--- config.mk ---
export PLATFORM = sky130hd
export DESIGN_NAME = ysyx_22040088_exu_ctrl
export DESIGN_NICKNAME = d
export VERILOG_FILES = /design/src/rtl/ysyx_22040088_exu_ctrl.sv
export SDC_FILE = /design/constraint.sdc
export NUM_CORES = 1
export LEC_CHECK = 0
export CORE_ASPECT_RATIO = 2
export CORE_UTILIZATION = 50
export DETAILED_ROUTE_END_ITERATION = 16
export HOLD_SLACK_MARGIN = 0.02
export PLACE_DENSITY = 0.79
export SYNTH_ARGS = -nofsm -noshare
export SYNTH_HDL_FRONTEND = slang
export SYNTH_SLANG_ARGS = --single-unit
--- constraint.sdc ---
create_clock -name clk -period 2.25 [get_ports clk]
set_input_delay 0.3375 -clock clk [delete_from_list [all_inputs] [get_ports clk]]
set_output_delay 0.3375 -clock clk [all_outputs]
set_load 0.01 [all_outputs]
--- src/rtl/ysyx_22040088_exu_ctrl.sv ---
// Multi-cycle sequencer for the NPC execute stage: accepts one decoded instruction,
// drives mul/div and LSU handshakes, then commits rd and PC in a single write-back cycle.
module ysyx_22040088_exu_ctrl #(
  parameter int MEM_TO = 16,
  parameter int CNT_W  = 64
) (
  input  logic             clk,
  input  logic             rst,
  input  logic             inst_valid,
  output logic             inst_ready,
  input  logic             is_muldiv,
  input  logic             is_load,
  input  logic             is_store,
  input  logic             is_ebreak,
  input  logic             rd_wen,
  output logic             md_start,
  input  logic             md_done,
  output logic             mem_req,
  output logic             mem_wen,
  input  logic             mem_ack,
  output logic             rf_wen,
  output logic             pc_wen,
  output logic [CNT_W-1:0] instret,
  output logic             halted,
  output logic             err
);

  localparam int TO_W = $clog2(MEM_TO);
  localparam logic [TO_W-1:0] TO_LAST = TO_W'(MEM_TO - 1);

  typedef enum logic [2:0] {
    S_IDLE, S_EXEC, S_MD_WAIT, S_MEM, S_WB, S_HALT, S_ERR
  } state_t;

  state_t state, state_nxt;

  logic            lat_md, lat_ld, lat_st, lat_eb, lat_rdw;
  logic [TO_W-1:0] to_cnt;
  logic            hs;
  logic            retire;

  assign hs = inst_valid & inst_ready;

  always_ff @(posedge clk or negedge rst) begin
    if (!rst) state <= S_IDLE;
    else      state <= state_nxt;
  end

  always_comb begin
    state_nxt = state;
    case (state)
      S_IDLE:    if (hs) state_nxt = S_EXEC;
      S_EXEC: begin
        if (lat_eb)                state_nxt = S_HALT;
        else if (lat_md)           state_nxt = S_MD_WAIT;
        else if (lat_ld || lat_st) state_nxt = S_MEM;
        else                       state_nxt = S_WB;
      end
      S_MD_WAIT: if (md_done) state_nxt = S_WB;
      // An ack in the limit cycle still completes the access.
      S_MEM: begin
        if (mem_ack)                state_nxt = S_WB;
        else if (to_cnt == TO_LAST) state_nxt = S_ERR;
      end
      S_WB:      state_nxt = S_IDLE;
      S_HALT:    state_nxt = S_HALT;
      S_ERR:     state_nxt = S_ERR;
      default:   state_nxt = S_IDLE;
    endcase
  end

  always_comb begin
    inst_ready = rst & (state == S_IDLE);
    md_start   = (state == S_EXEC) & ~lat_eb & lat_md;
    mem_req    = (state == S_MEM);
    mem_wen    = (state == S_MEM) & lat_st & ~lat_ld;
    rf_wen     = (state == S_WB) & lat_rdw & ~lat_st;
    pc_wen     = (state == S_WB);
    halted     = (state == S_HALT);
    err        = (state == S_ERR);
  end

  always_ff @(posedge clk or negedge rst) begin
    if (!rst) begin
      lat_md  <= 1'b0;
      lat_ld  <= 1'b0;
      lat_st  <= 1'b0;
      lat_eb  <= 1'b0;
      lat_rdw <= 1'b0;
    end else if (hs) begin
      lat_md  <= is_muldiv;
      lat_ld  <= is_load;
      lat_st  <= is_store;
      lat_eb  <= is_ebreak;
      lat_rdw <= rd_wen;
    end
  end

  // Counter restarts from zero on every entry into MEM.
  always_ff @(posedge clk or negedge rst) begin
    if (!rst)                 to_cnt <= '0;
    else if (state == S_MEM)  to_cnt <= to_cnt + TO_W'(1);
    else                      to_cnt <= '0;
  end

  assign retire = (state == S_WB) | ((state == S_EXEC) & lat_eb);

  always_ff @(posedge clk or negedge rst) begin
    if (!rst)        instret <= '0;
    else if (retire) instret <= instret + CNT_W'(1);
  end

endmodule
==> results of run 1 <==
## cell usage in the layout (no fill, tap or decap), drive strengths merged, types with 3 or more instances in the layout
cell	synthesis	final
a21oi	5	5
buf	1	22
nand3	24	24
and3	7	7
dfrtp	76	76
nand4	19	19
clkbuf	4	12
nor4	13	13
nand3b	3	3
and4	4	4
xor2	42	42
nor2	30	30
clkdlybuf4s50	0	76
nand2	33	33
nor3	25	25
xnor2	23	23
inv	14	14
mux2	5	5
## final cells by class
class                   count  area (um^2)
fillers                   581         2135
flip-flops and latches     76         1903
multi-input cells         258         1802
repair buffers            102        968.4
clock buffers              12        256.5
well taps                  92        115.1
inverters                  14        52.55
clock inverters             2        35.03
## path summary, 6_finish.rpt
check                                     endpoint  slack [ns]
min reg2reg                instret[63]$_DFFE_PN0P_        0.46
max in group asynchronous   instret[0]$_DFFE_PN0P_        1.25
min in group clk           instret[63]$_DFFE_PN0P_        0.46
max reg2reg                instret[39]$_DFFE_PN0P_        0.15
max                                         pc_wen        0.09
min                        instret[53]$_DFFE_PN0P_        0.09
## per-layer routing
layer | track usage [%] | vias up | wire, um
li1 | - | 1453 | -
met4 | 17.11 | 0 | 410
met5 | 0 | - | 0
met2 | 47.00 | 89 | 5284
met1 | 25.18 | 1554 | 3323
met3 | 5.037 | 26 | 325
## registers in the layout, indices dropped and copies added (netlist names)
register / count
instret: 64
lat_eb: 1
lat_ld: 1
lat_md: 1
lat_rdw: 1
lat_st: 1
state: 3
to_cnt: 4
## worst max-delay path, stage by stage, from the launching register on
cell and delay, ns:
dfrtp_2 0.46, buf_4 0.16, nor3b_4 0.27, clkdlybuf4s50_1 0.59
## timing repair
| item | 4_1_cts | 5_1_grt |
|---|---|---|
| gates resized for setup | 6 | 5 |
| setup buffers | 0 | 2 |
| endpoints found under the setup margin | 3 | 4 |
| hold buffers | 0 | 0 |
## where the power goes
part	switching, uW	total, uW	internal [uW]
Clock	523	1430	904
Sequential	0	1370	1370
Combinational	31.6	48.1	16.4
## synthesized netlist by cell type (2+ instances only)
| cell type | instances |
|---|---|
| dfrtp_1 | 76 |
| xor2_1 | 42 |
| nand2_1 | 33 |
| nor2_1 | 30 |
| xnor2_1 | 23 |
| nand3_1 | 21 |
| nor3_1 | 20 |
| nand4_1 | 17 |
| inv_1 | 14 |
| nor4_1 | 8 |
| and3_1 | 7 |
| a21oi_1 | 5 |
| mux2_2 | 5 |
| nor3_2 | 5 |
| and4_1 | 4 |
| clkbuf_1 | 4 |
| nor4_2 | 4 |
| nand3_2 | 3 |
| ha_1 | 2 |
| nand3b_1 | 2 |
| o21bai_1 | 2 |
## kinds of logic (layout without fill, tap and decap cells)
logic type      Yosys count  count (layout)
flops                    76              76
xor+xnor                 65              65
compound gates           17              17
buf+inv                  19             130
fa+ha+maj                 2               2
simple gates            169             169
mux                       5               5
## metrics by stage
step	cells	utilization, %	hold WS [ns]	cell area [um^2]	worst slack (ns)
global route	556	70.63	0.1357	5132	0.02743
global placement	540	66.03	0.4579	4798	0.2058
floorplan	353	-	0.04191	3759	0.4199
detailed placement	540	66.03	0.4560	4798	0.1817
CTS	554	70.18	0.09947	5100	-0.04204
finish	556	70.63	0.09176	5132	0.09495
==> out/qor.csv, run 1 <==
stage,metric,value,unit
clock_network,clk_pin_slew,0.05,ns
sta,slew_violations,0,
sta,relSlewSlack,62.99,%
power_and_ir_drop,p_leak,0.002396,uW
placement,gp_congestion,0.8409,
final_layout,fin_nets,473,
logic_synthesis,synth_top_cell_by_area,dfrtp_1,
routing,firstDrtPassIters,6,
floorplan,pin_count,82,
status,status,"complete, no violations",
sta,fmax,464.0,MHz
routing,drc,0,
sta,max_slew.worst_pin.slew,0.5509,ns
sta,finalCriticalPeriod,2.155,ns
logic_synthesis,muxShareOfSynthArea,1.498,%
sta,final_hold_viol_count,0,
critical_path,cp-startpoint,state[0]$_DFFE_PN0P_,
clock_network,cts_buffers,9,
clock_network,clockBufferDepth,2,
logic_synthesis,syn_nets,365,
routing,wire_per_inst,16.80,um
logic_synthesis,synthXorXnorAreaFrac,15.15,%
floorplan,die_x,63.31,um
floorplan,fp-row-count,44,
critical_path,arrival,1.82,ns
final_layout,diodes,0,
logic_synthesis,syn-mean-instance-area,10.65,um^2
critical_path,r2r_cells,6,
routing,vias,3122,
power_and_ir_drop,ir_worst_vdd,0.0004265,V
logic_synthesis,synthArstFlopShare,100.0,%
sta,setup_tns,0,ns
routing,vias_per_cell,5.615,
critical_path,cp_max_fo,9,
logic_synthesis,syn_area,3759,um^2
logic_synthesis,yosysSeqAreaShare,50.60,%
logic_synthesis,synth_top_area_share,50.60,%
logic_synthesis,synth_ff_type,dfrtp_1,
floorplan,start_util,51.72,%
sta,setup_violations,0,
placement,dpl.hpwl,7.077,mm
clock_network,cts_tree,yes,
floorplan,core,7267,um^2
clock_network,clk_latency,0.34,ns
routing,routed_wl,9.343,mm
run,drv_cap,0,
critical_path,cp-end-kind,output pin,
logic_synthesis,ys_top_cells_by_area,"dfrtp_1 (51%), xor2_1 (9.8%), xnor2_1 (5.4%), nand2_1 (3.3%), nor2_1 (3.0%)",
grt,grt_overflow_total,0,
power_and_ir_drop,finalPower,2843,uW
critical_path,worstSetupStartpointType,register,
grt,grt_pass1_wl,15.39,mm
logic_synthesis,synth.distinct_cells,47,
sta,rsz0062_at_grt,false,
grt,grt_max_degree,42,
logic_synthesis,ys_warn_count,0,
clock_network,h-tree-depth,3,
grt,grt_pass1_vias,3287,
clock_network,clock-sinks,76,
critical_path,crit_type,register to output pin,
hold_path,worstHoldPathType,input pin to async pin,
grt,grtUsageTotal,25.72,%
power_and_ir_drop,powerDensity,553.9,nW/um^2
logic_synthesis,yosys.area_share.simple,26.07,%
critical_path,critical_path_required,1.91,ns
critical_path,regToRegStartpoint,state[0]$_DFFE_PN0P_,
logic_synthesis,synth_compound_area_share,3.928,%
logic_synthesis,synth_top_family_by_area,simple AND/OR/NAND/NOR gates,
clock_network,cts_root_buffer,clkbuf_16,
placement,portBuffers,81,
sta,period_share,95.78,%
logic_synthesis,synthCells,353,
logic_synthesis,synth-edff-count,0,
sta,fin_skew,0.005756,ns
floorplan,die_y,124.6,um
logic_synthesis,ys_ff_latch,76,
logic_synthesis,synth-adder-area-share,0.6658,%
routing,drt_iter0_drc,197,
final_layout,synthToLayoutAreaGrowth,36.55,%
final_layout,drive_gt1_share,14.44,%
routing,drtAntennaViolNets,0,
floorplan,die_area,7889,um^2
grt,antenna_found_initial,0,
Power figures use the tool's default switching activity.
==> run 2, diff against run 1 <==
Settings changed: GPL_TIMING_DRIVEN from default to 0.
==> run 2 against run 1 <==
Combinational power grew 30%. Clock skew decreased by 0.0010 ns. Via count down 2.9%. Non-clock buffer count shrank 8. Global-route usage is 0.27 points lower. Final area is 0.85% higher. Critical endpoint is now halted. Largest power group unchanged.
==> out/qor.csv, run 2 (synthesis gave the netlist of run 1 again) <==
stage,metric,value,unit,change
status,status,"complete, no violations",,
final_layout,ff_latch_area,1904,um^2,about the same
final_layout,fill_cells,573,,-1.4%
sta,timing.final.ws_setup,0.07080,ns,-0.02415 ns
run,drv_cap,0,,unchanged
final_layout,drive_gt1_share,13.32,%,-1.1 points
clock_network,cts_buffers,9,,unchanged
final_layout,multi_input_area,1818,um^2,+0.90%
final_layout,largest_reg_flops,64,,unchanged
critical_path,crit_type,register to output pin,,
routing,routed_wl,9.227,mm,-1.2%
placement,gp_congestion,0.8355,,-0.64%
final_layout,max_flop_register,instret,,
final_layout,fin_nets,465,,-1.7%
critical_path,cp_max_fo,10,,+1
critical_path,worstSetupStartpointType,register,,
power_and_ir_drop,ir_worst_vdd,0.0005801,V,+36%
grt,grt_pass1_wl,15.25,mm,-0.94%
critical_path,r2r-end,instret[42]$_DFFE_PN0P_,,
floorplan,fp-row-count,44,,unchanged
floorplan,start_util,51.72,%,unchanged
floorplan,die_x,63.31,um,unchanged
routing,drtAntennaViolNets,0,,unchanged
routing,wl_met3,389,um,+20%
final_layout,diodes,0,,unchanged
floorplan,die_area,7889,um^2,unchanged
sta,fmax,458.9,MHz,-1.1%
placement,place_ws,-0.02024,ns,-0.2019 ns
clock_network,clock-sinks,76,,unchanged
placement,portBuffers,81,,unchanged
routing,met1_length,3.419,mm,+2.9%
power_and_ir_drop,powerDensity,585.7,nW/um^2,+5.8%
routing,top_layer,met4,,
critical_path,reg2reg_setup_slack,0.13,ns,-0.02 ns
grt,grtUsageTotal,25.46,%,-0.27 points
critical_path,arrival,1.84,ns,+0.02 ns
floorplan,core,7267,um^2,unchanged
floorplan,die_y,124.6,um,unchanged
final_layout,final_cell_mix,"clkdlybuf4s50_1 (77), dfrtp_1 (74), xor2_1 (42), nand2_1 (32), nor2_1 (29)",,
grt,grt_pass1_vias,3183,,-3.2%
critical_path,cp-startpoint,state[1]$_DFFE_PN0P_,,
sta,rsz0062_at_grt,false,,
final_layout,synthToLayoutAreaGrowth,37.72,%,
critical_path,regToRegStartpoint,state[0]$_DFFE_PN0P_,,
floorplan,pin_count,82,,unchanged
sta,fin_skew,0.004715,ns,-0.001041 ns
sta,whs,0.07235,ns,-0.01941 ns
clock_network,clockBufferDepth,2,,unchanged
sta,final_hold_viol_count,0,,unchanged
sta,relSlewSlack,53.86,%,-9.1 points
final_layout,mostFrequentLayoutCell,clkdlybuf4s50_1,,
final_layout,largestRegisters,"instret x64, to_cnt x4, state x3",,
sta,max_slew.worst_pin.slew,0.6898,ns,+0.1390 ns
routing,vias_per_cell,5.513,,-1.8%
sta,finalCriticalPeriod,2.179,ns,+0.02415 ns
grt,antenna_found_initial,0,,unchanged
routing,firstDrtPassIters,4,,-2
routing,drc,0,,unchanged
clock_network,h-tree-depth,3,,unchanged
hold_path,worstHoldPathType,input pin to async pin,,
critical_path,r2r_cells,6,,unchanged
clock_network,cts_root_buffer,clkbuf_16,,
sta,period_share,96.85,%,+1.1 points
clock_network,cts_tree,yes,,
routing,wire_per_inst,16.78,um,-0.16%
critical_path,cp-end-kind,output pin,,
routing,vias,3032,,-2.9%
routing,wl_met2,5.111,mm,-3.3%
sta,setup_violations,0,,unchanged
clock_network,clk_pin_slew,0.06,ns,about the same
placement,dpl.hpwl,6.666,mm,-5.8%
critical_path,critical_path_required,1.91,ns,about the same
clock_network,clk_latency,0.34,ns,about the same
power_and_ir_drop,p_leak,0.002385,uW,-0.47%
grt,grt_overflow_total,0,,unchanged
sta,slew_violations,0,,unchanged
routing,drt_iter0_drc,146,,-26%
grt,grt_max_degree,32,,-24%
-- run 2: worst max path at each step --
stage / slack [ns] / cells past startpoint / to
final: 0.07 / 4 / halted
after global placement: -2.43 / 3 / inst_ready
after CTS: 0.003 / 5 / instret[32]$_DFFE_PN0P_
after detailed placement: -0.02 / 5 / mem_wen
after global routing: 0.004 / 4 / err
after floorplan: 0.42 / 6 / instret[46]$_DFFE_PN0P_
-- run 2: metrics by stage --
step	area (um^2)	utilization, %	power (uW)	std cells	setup TNS, ns
after floorplan	3759	-	1394	353	0
final	5176	71.23	3032	550	0
after global routing	5176	71.23	3116	550	0
after CTS	5111	70.33	3051	546	0
after global placement	4684	64.46	1438	526	-152.28
after detailed placement	4710	64.81	1445	527	-0.02024
-- run 2: routing by layer --
layer / vias to the layer above / GRT usage, %
met5: - / 0
met3: 26 / 6.777
met2: 92 / 44.34
li1: 1427 / -
met4: 0 / 13.37
met1: 1487 / 27.43
-- run 2: worst max-delay path, cell delays in order, from the launching register on --
cell and delay [ns]:
dfrtp_1 0.43, clkbuf_4 0.21, inv_1 0.15, and3_1 0.18
clkdlybuf4s50_1 0.54
-- run 2: area by class of cell --
cell class,instances,area share (%)
Tap cell,92,2.224
Inverter,14,1.015
Buffer,5,0.6526
Multi-Input combinational cell,258,35.12
Clock buffer,12,5.149
Sequential cell,76,36.79
Clock inverter,4,1.354
Timing Repair Buffer,89,17.69
-- run 2: power breakdown --
group	leakage [uW]	total (uW)	internal, uW	switching (uW)
Sequential	0.00105	1370	1370	0
Clock	0.000169	1600	1060	545
Combinational	0.00117	62.6	27.5	35.1
-- run 2: repair_timing --
item,4_1_cts,5_1_grt
pin swaps,0,2
hold buffers,3,0
hold endpoints to repair,15,0
buffers inserted,0,4
resized for setup,9,10
endpoints found under the setup margin,6,23
==> run 3, diff against run 2 <==
Settings changed: ABC_AREA from default to 1, CTS_CLUSTER_DIAMETER from default to 60, PLACE_DENSITY 0.79 to 0.77.
==> run 3 against run 2 <==
Total power rose by 29%. Clock power is essentially flat. Final area rose by 12%. Utilization down 4.1 points. Largest power group is now registers.
==> out/qor.csv, run 3 <==
stage,metric,value,unit,change
final_layout,ff_latch_area,1903,um^2,about the same
sta,slew_violations,0,,unchanged
sta,max_slew.worst_pin.slew,0.5147,ns,-0.1752 ns
run,drv_cap,0,,unchanged
sta,timing.final.ws_setup,0.08703,ns,+0.01623 ns
critical_path,cp_slowest_cell,clkdlybuf4s50_1,,
routing,drt_iter0_drc,244,,+67%
logic_synthesis,synth-edff-count,0,,unchanged
final_layout,multi_input_area,2231,um^2,+23%
floorplan,start_util,51.58,%,-0.14 points
logic_synthesis,syn_nets,607,,+66%
critical_path,cp-startpoint,state[2]$_DFFE_PN0P_,,
clock_network,clock-sinks,76,,unchanged
logic_synthesis,syn-mean-instance-area,7.497,um^2,-30%
logic_synthesis,yosysMostFrequentCell,nand2_1,,
final_layout,diodes,0,,unchanged
power_and_ir_drop,seq_power_share,40.8,%,-4.3 points
floorplan,die_y,135.6,um,+8.8%
power_and_ir_drop,p_leak,0.002582,uW,+8.3%
sta,fmax,462.3,MHz,+0.75%
clock_network,h-tree-depth,3,,unchanged
logic_synthesis,synth_ff_type,dfrtp_1,,
grt,grt_pass1_wl,20.23,mm,+33%
final_layout,design_area,5807,um^2,+12%
routing,wire_per_inst,16.40,um,-2.2%
placement,place_ws,0.1019,ns,+0.1221 ns
final_layout,mostFrequentLayoutCell,nand2_1,,
final_layout,largestRegisters,"instret x64, to_cnt x4, state x3",,
power_and_ir_drop,power.internal,2752,uW,+12%
floorplan,pin_count,82,,unchanged
sta,fin_skew,0.005915,ns,+0.001200 ns
grt,use_met2,54.47,%,+10 points
clock_network,cts_root_buffer,clkbuf_16,,
sta,relSlewSlack,65.56,%,+12 points
clock_network,clockBufferDepth,2,,unchanged
critical_path,critPathMaxStageDelay,0.60,ns,+0.06 ns
critical_path,cp-end-kind,output pin,,
final_layout,synthToLayoutAreaGrowth,30.18,%,
floorplan,die_area,9326,um^2,+18%
clock_network,clk_latency,0.35,ns,about the same
logic_synthesis,yosysSeqAreaShare,42.64,%,-8.0 points
logic_synthesis,synth_top_cell_by_area,dfrtp_1,,
power_and_ir_drop,power_switching_share,29.74,%,+11 points
logic_synthesis,ys_ff_latch,76,,unchanged
clock_network,post_cts_buffers,0,,unchanged
placement,gp_congestion,0.9590,,+15%
routing,firstDrtPassIters,4,,unchanged
logic_synthesis,syn_area,4461,um^2,+19%
critical_path,r2r_cells,9,,+3
grt,grt_max_degree,43,,+34%
grt,grt_pass1_vias,4147,,+30%
critical_path,crit_chain,inv_1 -> nor3_1 -> clkdlybuf4s50_1,,
power_and_ir_drop,switchingPower,1165,uW,+100%
routing,drc,0,,unchanged
logic_synthesis,ys_warn_count,0,,unchanged
final_layout,fill_cells,756,,+32%
critical_path,critical_path_required,1.91,ns,about the same
power_and_ir_drop,powerDensity,674.4,nW/um^2,+15%
grt,antenna_found_initial,0,,unchanged
critical_path,cp_max_fo,5,,-5
routing,routed_wl,13.06,mm,+41%
final_layout,utilization,67.14,%,-4.1 points
sta,setup_violations,0,,unchanged
placement,portBuffers,81,,unchanged
critical_path,crit_type,register to output pin,,
placement,dpl.hpwl,10.20,mm,+53%
grt,use_met1,29.74,%,+2.3 points
final_layout,final_cell_mix,"nand2_1 (171), nor2_1 (91), inv_1 (84), clkdlybuf4s50_1 (78), dfrtp_1 (75)",,
floorplan,core,8648,um^2,+19%
clock_network,cts_buffers,9,,unchanged
critical_path,regToRegStartpoint,instret[31]$_DFFE_PN0P_,,
power_and_ir_drop,combPwrFrac,18.9,%,+17 points
grt,grt_overflow_total,0,,unchanged
final_layout,fin_nets,703,,+51%
logic_synthesis,ys_top_cells_by_area,"dfrtp_1 (43%), nand2_1 (15%), nor2_1 (7.8%), inv_1 (7.1%), xnor2_1 (4.3%)",,
logic_synthesis,synth.distinct_cells,29,,-38%
grt,grtUsageTotal,30.55,%,+5.1 points
grt,grt.met3_usage,4.714,%,-2.1 points
clock_network,clk_pin_slew,0.06,ns,about the same
logic_synthesis,synth_common_cells,"nand2_1 (173), nor2_1 (93), inv_1 (84)",,
final_layout,largest_reg_flops,64,,unchanged
power_and_ir_drop,ir_worst_vdd,0.0004333,V,-25%
status,status,"complete, no violations",,
logic_synthesis,synthCells,595,,+69%
routing,drtAntennaViolNets,0,,unchanged
floorplan,fp-row-count,48,,+9.1%
power_and_ir_drop,pwr-share-clk,40.2,%,-13 points
sta,rsz0062_at_grt,true,,
routing,vias_per_cell,5.307,,-3.7%
final_layout,drive_gt1_share,8.046,%,-5.3 points
hold_path,worstHoldPathType,input pin to async pin,,
final_layout,max_flop_register,instret,,
sta,period_share,96.13,%,-0.72 points
sta,final_hold_viol_count,0,,unchanged
floorplan,die_x,68.79,um,+8.7%
critical_path,arrival,1.83,ns,about the same
logic_synthesis,synth_top_area_share,42.64,%,-8.0 points
clock_network,cts_tree,yes,,
routing,vias,4224,,+39%
sta,finalCriticalPeriod,2.163,ns,-0.01623 ns
placement,place_area,5414,um^2,+15%
logic_synthesis,synthArstFlopShare,100.0,%,unchanged
critical_path,worstSetupStartpointType,register,,
grt,top_usage_layer,met2,,
-- run 3: repair_timing --
item	4_1_cts	5_1_grt
pin swaps	0	0
resized for setup	2	5
hold buffers	3	0
cloned	0	0
setup endpoints to repair	1	4
endpoints found under the hold margin	34	0
-- run 3: cells by family after synthesis --
| kind of cell | Yosys count | synth area share [%] |
|---|---|---|
| AOI/OAI and AO/OA | 13 | 1.487 |
| adders and majority gates | 2 | 0.5609 |
| xor gates and xnor gates | 41 | 8.050 |
| and+or+nand+nor | 375 | 39.69 |
| buffers and inverters | 88 | 7.574 |
| DFF | 76 | 42.64 |
-- run 3: power groups by stage --
| stage | combinational (uW) | sequential (uW) | clock (uW) |
|---|---|---|---|
| 5_1_grt | 826 | 1620 | 1630 |
| 2_1_floorplan | 420 | 1610 | 0 |
| 3_5_place_dp | 729 | 1620 | 0 |
| 6_report | 742 | 1600 | 1580 |
| 3_3_place_gp | 700 | 1610 | 0 |
| 4_1_cts | 750 | 1600 | 1570 |
-- run 3: area by class of cell --
class,count,area share [%]
Clock inverter,7,1.573
Tap cell,100,2.155
Inverter,86,5.559
Sequential cell,76,32.77
Timing Repair Buffer,85,15.38
Clock buffer,9,3.878
Multi-Input combinational cell,431,38.42
Buffer,2,0.2586
-- run 3: critical path: cells and delay by family (launching register included) --
| kind | cells | cell delay, ns |
|---|---|---|
| buffers and inverters | 2 | 0.72 |
| AND/OR/NAND/NOR | 1 | 0.31 |
| flip-flops | 1 | 0.44 |
-- run 3: worst paths after layout --
check | end | slack [ns]
worst max-delay path | err | 0.09
worst min-delay path | instret[13]$_DFFE_PN0P_ | 0.04
worst max register to register | instret[58]$_DFFE_PN0P_ | 0.30
worst min register to register | to_cnt[0]$_DFF_PN0_ | 0.47
max in group asynchronous | state[0]$_DFFE_PN0P_ | 1.96
min in group clk | to_cnt[0]$_DFF_PN0_ | 0.47
-- run 3: per-layer routing --
metal	share of wire [%]	wire (um)	vias to the layer above
met5	0	0	-
met4	7.1	932	0
met3	4.6	605	49
met2	54	7016	147
met1	34	4500	1979
li1	-	-	2049
-- run 3: metrics by stage --
step	hold WS (ns)	total power, uW	TNS (ns)	cells
2_1_floorplan	0.04191	2032	0	595
3_3_place_gp	0.4461	2310	-160.19	776
3_5_place_dp	0.3283	2348	0	777
4_1_cts	0.05179	3916	0	796
5_1_grt	0.06146	4070	-0.03993	796
6_report	0.03628	3916	0	796
